`src/rtl/cei_obi_mailbox_pkg.sv`:
```
// Shared types and constants for the inter-hart OBI mailbox.
package cei_mochila_pkg;

  localparam logic [31:0] MBX_BASE_ADDR     = 32'h1A40_0000;

  localparam logic [3:0]  MBX_DATA_OFFSET   = 4'h0;
  localparam logic [3:0]  MBX_STATUS_OFFSET = 4'h4;
  localparam logic [3:0]  MBX_IRQ_EN_OFFSET = 4'h8;

  localparam logic [1:0]  MBX_DATA_SEL      = MBX_DATA_OFFSET[3:2];
  localparam logic [1:0]  MBX_STATUS_SEL    = MBX_STATUS_OFFSET[3:2];
  localparam logic [1:0]  MBX_IRQ_EN_SEL    = MBX_IRQ_EN_OFFSET[3:2];

  localparam int STATUS_EMPTY_BIT = 8;
  localparam int STATUS_FULL_BIT  = 9;
  localparam int STATUS_OVF_BIT   = 10;
  localparam int STATUS_UNF_BIT   = 11;

  typedef struct packed {
    logic        req;
    logic        we;
    logic [3:0]  be;
    logic [31:0] addr;
    logic [31:0] wdata;
  } obi_req_t;

  typedef struct packed {
    logic        gnt;
    logic        rvalid;
    logic [31:0] rdata;
  } obi_resp_t;

endpackage

```
`src/rtl/cei_obi_mailbox_if.sv`:
```
// OBI request/response bundle between the cores' data ports and the mailbox.
interface cei_obi_mailbox_if;
  import cei_mochila_pkg::*;

  obi_req_t  slave_req;
  obi_resp_t slave_resp;

  modport slave  (input  slave_req, output slave_resp);
  modport master (output slave_req, input  slave_resp);
endinterface

```
`src/rtl/cei_obi_mailbox_fifo.sv`:
```
// Single-hart word queue; flags overflow/underflow attempts as one-cycle pulses.
module cei_mailbox_fifo #(
  parameter int DEPTH = 4,
  parameter int W     = 32
) (
  input  logic                       clk_i,
  input  logic                       rst_ni,
  input  logic                       i_push,
  input  logic                       i_pop,
  input  logic [W-1:0]               i_wdata,
  output logic [W-1:0]               o_rdata,
  output logic [$clog2(DEPTH):0]     o_count,
  output logic                       o_empty,
  output logic                       o_full,
  output logic                       o_ovf,
  output logic                       o_unf
);
  localparam int AW = $clog2(DEPTH);
  localparam int CW = AW + 1;

  logic [W-1:0]  r_mem [DEPTH];
  logic [AW-1:0] r_wptr, r_rptr;
  logic [CW-1:0] r_count;
  logic          w_push_ok, w_pop_ok;

  assign o_empty   = (r_count == '0);
  assign o_full    = (r_count == CW'(DEPTH));
  assign w_push_ok = i_push & ~o_full;
  assign w_pop_ok  = i_pop & ~o_empty;
  assign o_ovf     = i_push & o_full;
  assign o_unf     = i_pop & o_empty;
  assign o_count   = r_count;
  assign o_rdata   = r_mem[r_rptr];

  // Storage deliberately has no reset; only the pointers define validity.
  always_ff @(posedge clk_i) begin
    if (w_push_ok) r_mem[r_wptr] <= i_wdata;
  end

  always_ff @(posedge clk_i or negedge rst_ni) begin
    if (!rst_ni) begin
      r_wptr  <= '0;
      r_rptr  <= '0;
      r_count <= '0;
    end else begin
      if (w_push_ok) r_wptr <= r_wptr + 1'b1;
      if (w_pop_ok)  r_rptr <= r_rptr + 1'b1;
      case ({w_push_ok, w_pop_ok})
        2'b10:   r_count <= r_count + 1'b1;
        2'b01:   r_count <= r_count - 1'b1;
        default: r_count <= r_count;
      endcase
    end
  end
endmodule

```
`src/rtl/cei_obi_mailbox.sv`:
```
// Inter-hart mailbox OBI target: per-hart queues, sticky error flags, level IRQs.
// Build option CEI_MAILBOX_OVF_IRQ_EN: sticky errors also hold the hart's IRQ high.
module cei_obi_mailbox
  import cei_mochila_pkg::*;
#(
  parameter int NHARTS = 3,
  parameter int DEPTH  = 4
) (
  input  logic              clk_i,
  input  logic              rst_ni,
  cei_obi_mailbox_if.slave  bus,
  output logic [NHARTS-1:0] irq_o
);
  localparam int CW = $clog2(DEPTH) + 1;

  logic              w_req, w_we;
  logic [1:0]        w_hart, w_reg;
  logic [31:0]       w_wdata, w_rdata;
  logic              w_unused;

  logic [NHARTS-1:0] w_sel, w_push, w_pop, w_wr_status, w_wr_irq_en;
  logic [NHARTS-1:0] w_empty, w_full, w_ovf_ev, w_unf_ev, w_irq_nxt;
  logic [31:0]       w_head  [NHARTS];
  logic [CW-1:0]     w_count [NHARTS];

  logic [NHARTS-1:0] r_ovf, r_unf, r_irq_en, r_irq;
  logic              r_rvalid;
  logic [31:0]       r_rdata;

  assign w_req    = bus.slave_req.req;
  assign w_we     = bus.slave_req.we;
  assign w_hart   = bus.slave_req.addr[5:4];
  assign w_reg    = bus.slave_req.addr[3:2];
  assign w_wdata  = bus.slave_req.wdata;
  assign w_unused = ^{bus.slave_req.be, bus.slave_req.addr[31:6], bus.slave_req.addr[1:0]};

  // Hart indices at or above NHARTS match no w_sel bit, so they touch nothing.
  for (genvar h = 0; h < NHARTS; h++) begin : g_hart
    assign w_sel[h]       = w_req & (w_hart == 2'(h));
    assign w_push[h]      = w_sel[h] &  w_we & (w_reg == MBX_DATA_SEL);
    assign w_pop[h]       = w_sel[h] & ~w_we & (w_reg == MBX_DATA_SEL);
    assign w_wr_status[h] = w_sel[h] &  w_we & (w_reg == MBX_STATUS_SEL);
    assign w_wr_irq_en[h] = w_sel[h] &  w_we & (w_reg == MBX_IRQ_EN_SEL);

    cei_mailbox_fifo #(.DEPTH(DEPTH), .W(32)) u_fifo (
      .clk_i   (clk_i),
      .rst_ni  (rst_ni),
      .i_push  (w_push[h]),
      .i_pop   (w_pop[h]),
      .i_wdata (w_wdata),
      .o_rdata (w_head[h]),
      .o_count (w_count[h]),
      .o_empty (w_empty[h]),
      .o_full  (w_full[h]),
      .o_ovf   (w_ovf_ev[h]),
      .o_unf   (w_unf_ev[h])
    );
  end

  always_ff @(posedge clk_i or negedge rst_ni) begin
    if (!rst_ni) begin
      r_ovf    <= '0;
      r_unf    <= '0;
      r_irq_en <= '0;
    end else begin
      for (int h = 0; h < NHARTS; h++) begin
        if (w_ovf_ev[h])
          r_ovf[h] <= 1'b1;
        else if (w_wr_status[h] & w_wdata[STATUS_OVF_BIT])
          r_ovf[h] <= 1'b0;
        if (w_unf_ev[h])
          r_unf[h] <= 1'b1;
        else if (w_wr_status[h] & w_wdata[STATUS_UNF_BIT])
          r_unf[h] <= 1'b0;
        if (w_wr_irq_en[h])
          r_irq_en[h] <= w_wdata[0];
      end
    end
  end

  always_comb begin
    w_rdata = '0;
    for (int h = 0; h < NHARTS; h++) begin
      if (w_hart == 2'(h)) begin
        if (w_reg == MBX_DATA_SEL) begin
          w_rdata = w_empty[h] ? '0 : w_head[h];
        end else if (w_reg == MBX_STATUS_SEL) begin
          w_rdata[7:0]             = 8'(w_count[h]);
          w_rdata[STATUS_EMPTY_BIT] = w_empty[h];
          w_rdata[STATUS_FULL_BIT]  = w_full[h];
          w_rdata[STATUS_OVF_BIT]   = r_ovf[h];
          w_rdata[STATUS_UNF_BIT]   = r_unf[h];
        end else if (w_reg == MBX_IRQ_EN_SEL) begin
          w_rdata[0] = r_irq_en[h];
        end
      end
    end
  end

`ifdef CEI_MAILBOX_OVF_IRQ_EN
  assign w_irq_nxt = r_irq_en & (~w_empty | r_ovf | r_unf);
`else
  assign w_irq_nxt = r_irq_en & ~w_empty;
`endif

  always_ff @(posedge clk_i or negedge rst_ni) begin
    if (!rst_ni) begin
      r_rvalid <= 1'b0;
      r_rdata  <= '0;
      r_irq    <= '0;
    end else begin
      r_rvalid <= w_req;
      r_rdata  <= (w_req & ~w_we) ? w_rdata : '0;
      r_irq    <= w_irq_nxt;
    end
  end

  assign bus.slave_resp = '{gnt: w_req, rvalid: r_rvalid, rdata: r_rdata};
  assign irq_o          = r_irq;
endmodule

```
`src/flat_wrapper.sv`:
```
// flat-port wrapper written by rule: the top's interface ports become plain ports
module cei_obi_mailbox_flat import cei_mochila_pkg::*;
#(
  parameter int NHARTS = 3,
  parameter int DEPTH  = 4
)
  (clk_i, rst_ni, irq_o, bus_slave_req, bus_slave_resp);
  cei_obi_mailbox_if bus_i ();
  input  logic clk_i;
  input  logic rst_ni;
  output logic [NHARTS-1:0] irq_o;
  input wire logic [$bits(bus_i.slave_req)-1:0] bus_slave_req;
  output wire logic [$bits(bus_i.slave_resp)-1:0] bus_slave_resp;
  assign bus_i.slave_req = bus_slave_req;
  assign bus_slave_resp = bus_i.slave_resp;
  cei_obi_mailbox #(.NHARTS(NHARTS), .DEPTH(DEPTH)) u_core (.clk_i(clk_i), .rst_ni(rst_ni), .bus(bus_i), .irq_o(irq_o));
endmodule
```
`config.mk`:
```
export PLATFORM = sky130hd
export DESIGN_NAME = cei_obi_mailbox_flat
export DESIGN_NICKNAME = d
export VERILOG_FILES = /design/src/rtl/cei_obi_mailbox_pkg.sv /design/src/rtl/cei_obi_mailbox_if.sv /design/src/rtl/cei_obi_mailbox_fifo.sv /design/src/rtl/cei_obi_mailbox.sv /design/src/flat_wrapper.sv
export SDC_FILE = /design/constraint.sdc
export NUM_CORES = 1
export LEC_CHECK = 0
export ABC_AREA = 1
export BUFFER_PORTS_ARGS = -buffer_cell sky130_fd_sc_hd__buf_2
export CAP_MARGIN = 15
export CORE_MARGIN = 3
export CORE_UTILIZATION = 65
export DETAILED_ROUTE_END_ITERATION = 16
export MAX_ROUTING_LAYER = met4
export PLACE_DENSITY = 0.9
export SLEW_MARGIN = 10
export SYNTH_ARGS = -nofsm -noshare
export SYNTH_HDL_FRONTEND = slang
export SYNTH_SLANG_ARGS = --single-unit
```
`constraint.sdc`:
```
create_clock -name clk_i -period 4 [get_ports clk_i]
set_input_delay 0.4 -clock clk_i [delete_from_list [all_inputs] [get_ports clk_i]]
set_output_delay 0.4 -clock clk_i [all_outputs]
set_load 0.01 [all_outputs]
```
==> impl_metrics.json, run 1 <==
{
  "fin_setup_tns_ps": 0,
  "dpl.hpwl_microns": 24400,
  "syn_inst": 1502,
  "async_flop_share": 0.147,
  "fin_worst_skew_ps": 22.8,
  "end_kind": "flip-flop",
  "port_buffers": 76,
  "drt-initial-drc-count": 1695,
  "ys_types": 40,
  "yosys_warnings": 0,
  "ctsResizeCount": 0,
  "gr-usage-met3": 0.0594,
  "relSlewSlack": 0.232,
  "routed_wl_microns": 44500,
  "crit_path_start_kind": "primary input",
  "cap_violations": 0,
  "rsz0062_at_grt": "false",
  "synth_seq_area_share": 0.722,
  "start_util": 0.670,
  "path_cells": "dlygate4sd3_1, buf_2, inv_1, nor2_2, nand2_2, inv_1, nand3_1, inv_2, ha_1, inv_1, fa_1, a21oi_1, o21ai_0, xor2_1",
  "place_congestion": 0.922,
  "grt_first_pass_wirelength_microns": 68200,
  "cp.buffers_inverters": 6,
  "grt_pass1_vias": 12603,
  "antenna_found_initial": 3,
  "cpPeakStageDelay_ps": 540,
  "clockBufferDepth": 3,
  "track_usage": 0.300,
  "power.density_nw_per_um2": 557,
  "met2_usage": 0.473,
  "crit_required_ps": 4410,
  "drtPass1Iterations": 7,
  "busiest_layer": "met2",
  "drc": 0,
  "fmax_mhz": 343,
  "crit_fanout": 21,
  "vias": 12569,
  "synth_nets": 1592,
  "p_leak_nw": 7.52,
  "post-route-min-period_ps": 2920,
  "cpMostUsedCell": "inv_1",
  "antenna_left": 0,
  "irDropWorstVdd_mv": 0.435,
  "avgRoutedWirePerCell_microns": 22.5,
  "synth_commonest_cells": "384 x edfxtp_1, 272 x nand2_1, 181 x nor2_1",
  "fin_crit_sh": 0.730,
  "syn_area_sq_um": 18300,
  "tightest_slew_ps": 1150,
  "dp_slack_ps": 1120,
  "cts_root_buf": "clkbuf_16",
  "clk_pin_slew_ps": 60,
  "die_h_microns": 174,
  "setup_slack_ps": 1080,
  "syn_area_per_cell_sq_um": 12.2,
  "synth_edf_count": 384,
  "yosysMostFrequentCell": "edfxtp_1",
  "numCtsBuffers": 44,
  "ys_seq_elements": 450,
  "cts_setup_buffers": 0,
  "slowest_stage": "dlygate4sd3_1",
  "core-area_sq_um": 27300,
  "p_total_mw": 11.4,
  "grtUsageMet1": 0.381,
  "syn_to_final_growth_pct": 11.7,
  "run_status": "finished clean",
  "synthTopCellsByArea": "edfxtp_1 63%, dfrtp_1 9.0%, nand2_1 5.6%, nor2_1 3.7%, o21ai_0 3.6%",
  "pin_count": 109,
  "synth_top_area_frac": 0.631,
  "vias_per_cell": 6.36,
  "synth_top_area_cell": "edfxtp_1",
  "die-area_sq_um": 30100,
  "setup_violations": 0,
  "slew_viol_final": 0,
  "h-tree-depth": 2,
  "rows": 60,
  "layout-drive-gt1-share": 0.128,
  "clkLatencyLatePin_ps": 560,
  "path_class": "primary input to flip-flop",
  "grt-ovfl-total": 0,
  "cp_top_family": "buffers and inverters",
  "hold_viol": 0,
  "die_w_microns": 174,
  "grt_start_max_net_pins": 70,
  "cts_hold_buf": 1,
  "cp.arrival_ps": 3330,
  "cts.sinks": 450,
  "tritoncts": "done",
  "hp-class": "primary input to asynchronous set/reset pin",
  "ys.flop_type": "edfxtp_1",
  "layout.nets": 1656
}
report_power, final:
part           leakage, nW  internal, mW  switching (mW)  total [mW]
clock network        0.702          2.40            1.70        4.10
logic                 2.53         0.537            1.41        1.94
registers             4.29          5.23          0.0962        5.32
flip-flops by register name, indices dropped and copies added (netlist names):
register                      cells
u_core.g_hart.u_fifo.o_count      9
u_core.g_hart.u_fifo.r_mem      384
u_core.g_hart.u_fifo.r_rptr       6
u_core.g_hart.u_fifo.r_wptr       6
u_core.irq_o                      3
u_core.r_irq_en                   3
u_core.r_ovf                      3
u_core.r_rdata                   32
u_core.r_rvalid                   1
u_core.r_unf                      3
worst register-to-register path, stage by stage, from the launching register on:
cell     delay [ps]
dfrtp_1         400
inv_1           130
nand3_2         200
nand3_1         160
inv_2           440
ha_1            240
inv_1            70
fa_1            390
a21oi_1         170
o21ai_0         160
xor2_1          170
cells in the final DEF (no fill, tap or decap), types with 10 or more instances in the layout:
cell / instances
a21oi_1: 26
a31oi_1: 20
buf_2: 75
buf_4: 24
clkbuf_1: 14
clkbuf_16: 46
dfrtp_1: 63
edfxtp_1: 384
ha_1: 15
inv_1: 65
nand2_1: 272
nand3_1: 110
nor2_1: 169
nor2_4: 17
o211ai_1: 10
o21ai_0: 133
o21ai_1: 24
o22ai_1: 54
path summary, 6_finish.rpt:
path | cells after the start | slack (ps) | from | to
worst max-delay path | 14 | 1080 | bus_slave_req[69] | u_core.g_hart[2].u_fifo.o_count[2]$_DFFE_PN0P_
worst min-delay path | 1 | 20 | rst_ni | u_core.g_hart[0].u_fifo.r_wptr[1]$_DFFE_PN0P_
worst max register to register | 10 | 1340 | u_core.g_hart[2].u_fifo.o_count[0]$_DFFE_PN0P_ | u_core.g_hart[2].u_fifo.o_count[2]$_DFFE_PN0P_
worst min register to register | 2 | 500 | u_core.r_irq_en[0]$_DFFE_PN0P_ | u_core.r_irq_en[0]$_DFFE_PN0P_
max in group asynchronous | 1 | 3330 | rst_ni | u_core.g_hart[2].u_fifo.r_rptr[0]$_DFFE_PN0P_
min in group clk_i | 1 | 180 | bus_slave_req[24] | u_core.g_hart[1].u_fifo.r_mem[0][24]$_DFFE_PP_
cells by family after synthesis:
logic type / Yosys count / synth area share
AO/OA/AOI/OAI: 280 / 0.0859
flip-flops: 450 / 0.722
AND/OR/NAND/NOR: 584 / 0.133
adder cells (fa/ha/maj): 18 / 0.0136
buffers and inverters: 158 / 0.0397
XOR/XNOR: 12 / 0.00576
per-stage QoR:
stage	instances	utilization	hold WS (ps)	instance area (sq um)
final	1977	0.749	18.1	20400
after detailed placement	1891	0.695	484	19000
after floorplan	1502	-	104	18300
after CTS	1974	0.749	38.4	20400
after global placement	1891	0.695	474	19000
after global routing	1977	0.749	72.3	20400
area by class of cell:
class                   instances  area [sq um]
diodes                          3          7.51
clock buffers                  65          1270
clock inverters                17           166
fillers                      1591          6840
inverters                      76           295
multi-input cells             894          4450
flip-flops and latches        450         13200
well taps                     372           465
repair buffers                100           566
layer usage:
metal | part of all wire | vias up
met4 | 0.037 | 0
met5 | 0 | -
met2 | 0.49 | 917
met3 | 0.11 | 147
li1 | - | 5430
met1 | 0.36 | 6075
Power figures use the tool's default switching activity.
==> run 2: changes to the inputs <==
--- a/config.mk
+++ b/config.mk
@@ -9,10 +9,10 @@
 export BUFFER_PORTS_ARGS = -buffer_cell sky130_fd_sc_hd__buf_2
 export CAP_MARGIN = 15
 export CORE_MARGIN = 3
-export CORE_UTILIZATION = 65
+export CORE_UTILIZATION = 61
 export DETAILED_ROUTE_END_ITERATION = 16
 export MAX_ROUTING_LAYER = met4
-export PLACE_DENSITY = 0.9
+export PLACE_DENSITY = 0.86
 export SLEW_MARGIN = 10
 export SYNTH_ARGS = -nofsm -noshare
 export SYNTH_HDL_FRONTEND = slang
==> constraint.sdc (replaced) <==
create_clock -name clk_i -period 3 [get_ports clk_i]
set_input_delay 0.3 -clock clk_i [delete_from_list [all_inputs] [get_ports clk_i]]
set_output_delay 0.3 -clock clk_i [all_outputs]
set_load 0.01 [all_outputs]
==> run 2 against run 1 <==
Net effect: die area is 6.3% higher; sequential share of layout area is 0.071 points higher; cell count is 0.71% higher; count of clock-buffer cells in the layout is 2 lower; register-to-register slack worse by 820 ps; clock power is 24% higher; global-route usage is 2.2 points lower; critical path depth is 4 lower; critical path type is now flip-flop to flip-flop; critical endpoint is now u_core.g_hart[1].u_fifo.o_count[2]$_DFFE_PN0P_; largest power group unchanged.
==> impl_metrics.json, run 2 (synthesized netlist as in run 1, its figures left out) <==
{
  "antenna_left": 0,
  "h-tree-depth": 2,
  "seqPwrFrac": 0.484,
  "drtPass1Iterations": 6,
  "regMostFlops": "u_core.g_hart.u_fifo.r_mem",
  "vias": 12278,
  "grt_start_max_net_pins": 70,
  "relSlewSlack": 0.337,
  "grt_first_pass_wirelength_microns": 65400,
  "vias_per_cell": 6.17,
  "rsz0062_at_grt": "false",
  "swShare": 0.284,
  "cts.sinks": 450,
  "cpMostUsedCell": "inv_1",
  "pin_count": 109,
  "ctsResizeCount": 0,
  "rows": 62,
  "cap_violations": 0,
  "cp_top_family": "simple AND/OR/NAND/NOR gates",
  "clk_pin_slew_ps": 60,
  "numCtsBuffers": 43,
  "dp_slack_ps": 446,
  "post-route-min-period_ps": 2480,
  "end_kind": "flip-flop",
  "fin_worst_skew_ps": 19.3,
  "drc": 0,
  "place_congestion": 0.893,
  "seqCellArea_sq_um": 13200,
  "port_buffers": 76,
  "cts_root_buf": "clkbuf_16",
  "die-area_sq_um": 32100,
  "core-area_sq_um": 29100,
  "fmax_mhz": 403,
  "fin_setup_tns_ps": 0,
  "track_usage": 0.278,
  "cpPeakStageDelay_ps": 500,
  "cts_setup_buffers": 0,
  "crit_path_start_kind": "flip-flop",
  "antenna_found_initial": 1,
  "p_leak_nw": 7.51,
  "slew_viol_final": 0,
  "syn_to_final_growth_pct": 11.6,
  "slowest_stage": "nand2_1",
  "hold_viol": 0,
  "start_util": 0.628,
  "clockBufferDepth": 3,
  "run_status": "finished clean",
  "final_cell_count_no_fill": 1991,
  "comb_power_share": 0.170,
  "cts_hold_buf": 2,
  "power_frac_clock": 0.345,
  "final_common_cell": "edfxtp_1",
  "fin_crit_sh": 0.828,
  "power.density_nw_per_um2": 724,
  "path_class": "flip-flop to flip-flop",
  "switching_power_mw": 4.20,
  "tightest_slew_ps": 994,
  "routed_wl_microns": 43200,
  "p_int_mw": 10.6,
  "grt_pass1_vias": 12043,
  "whs_ps": 88.8,
  "drt-initial-drc-count": 1631,
  "layout-drive-gt1-share": 0.132,
  "nFillCells": 1854,
  "cp.arrival_ps": 2900,
  "setup_violations": 0,
  "dpl.hpwl_microns": 24100,
  "layout_common_cells": "384 x edfxtp_1, 272 x nand2_1, 169 x nor2_1, 133 x o21ai_0, 110 x nand3_1",
  "largest_register_ffs": 384,
  "multi_input_area_sq_um": 4450,
  "grt-ovfl-total": 0,
  "irDropWorstVdd_mv": 0.525,
  "path_cells": "nor2_1, nand2_1, nand3_1, inv_1, ha_1, inv_1, fa_1, a21oi_1, o21ai_0, xor2_1",
  "die_h_microns": 179,
  "hp-class": "primary input to flip-flop",
  "die_w_microns": 179,
  "tritoncts": "done",
  "placed_cells": 1911,
  "avgRoutedWirePerCell_microns": 21.7,
  "crit_required_ps": 3420,
  "crit_fanout": 14,
  "clkLatencyLatePin_ps": 540,
  "setup_slack_ps": 516,
  "cp.buffers_inverters": 2,
  "layout.nets": 1664
}
## run 2: worst paths after layout
check | start | end | slack [ps] | cells after the start
setup / recovery | u_core.g_hart[1].u_fifo.o_count[0]$_DFFE_PN0P_ | u_core.g_hart[1].u_fifo.o_count[2]$_DFFE_PN0P_ | 520 | 10
hold / removal | bus_slave_req[26] | u_core.g_hart[2].u_fifo.r_mem[3][26]$_DFFE_PP_ | 90 | 1
setup reg to reg | u_core.g_hart[1].u_fifo.o_count[0]$_DFFE_PN0P_ | u_core.g_hart[1].u_fifo.o_count[2]$_DFFE_PN0P_ | 520 | 10
hold reg to reg | u_core.r_irq_en[0]$_DFFE_PN0P_ | u_core.r_irq_en[0]$_DFFE_PN0P_ | 500 | 2
max in group asynchronous | rst_ni | u_core.g_hart[2].u_fifo.r_rptr[0]$_DFFE_PN0P_ | 1820 | 2
min in group asynchronous | rst_ni | u_core.g_hart[0].u_fifo.o_count[0]$_DFFE_PN0P_ | 460 | 2
## run 2: layout make-up
class	instances	area share
sequential	450	0.647
clock buffer	63	0.0589
clock inverter	14	0.00540
timing repair buffer	109	0.0324
tap	384	0.0236
multi-input combinational	894	0.218
inverter	76	0.0145
antenna	1	0.000123
## run 2: worst reg2reg max path: stages (launching register included)
cell and delay, ps:
dfrtp_1 390, nor2_1 80, nand2_1 500, nand3_1 260
inv_1 130, ha_1 150, inv_1 70, fa_1 370
a21oi_1 150, o21ai_0 120, xor2_1 160
## run 2: power groups by stage
stage               Clock [mW]  Sequential (mW)  Combinational, mW
finish                    5.10             7.15               2.52
global route              5.37             7.16               2.78
CTS                       5.14             7.15               2.48
detailed placement           0             7.27               2.43
global placement             0             7.26               2.30
floorplan                    0             7.20               1.75
## run 2: per-stage QoR
step | cell area [sq um] | power, mW | util
5_1_grt | 20400 | 15.3 | 0.701
3_3_place_gp | 19100 | 9.56 | 0.655
6_report | 20400 | 14.8 | 0.701
4_1_cts | 20400 | 14.8 | 0.701
3_5_place_dp | 19100 | 9.70 | 0.655
2_1_floorplan | 18300 | 8.94 | -
## run 2: layer usage
| layer | routed length, microns | vias to the layer above | track usage |
|---|---|---|---|
| met1 | 16100 | 5909 | 0.367 |
| met2 | 21100 | 811 | 0.438 |
| met4 | 1380 | 0 | 0.115 |
| met3 | 4500 | 124 | 0.0460 |
| li1 | - | 5434 | - |
| met5 | 0 | - | - |
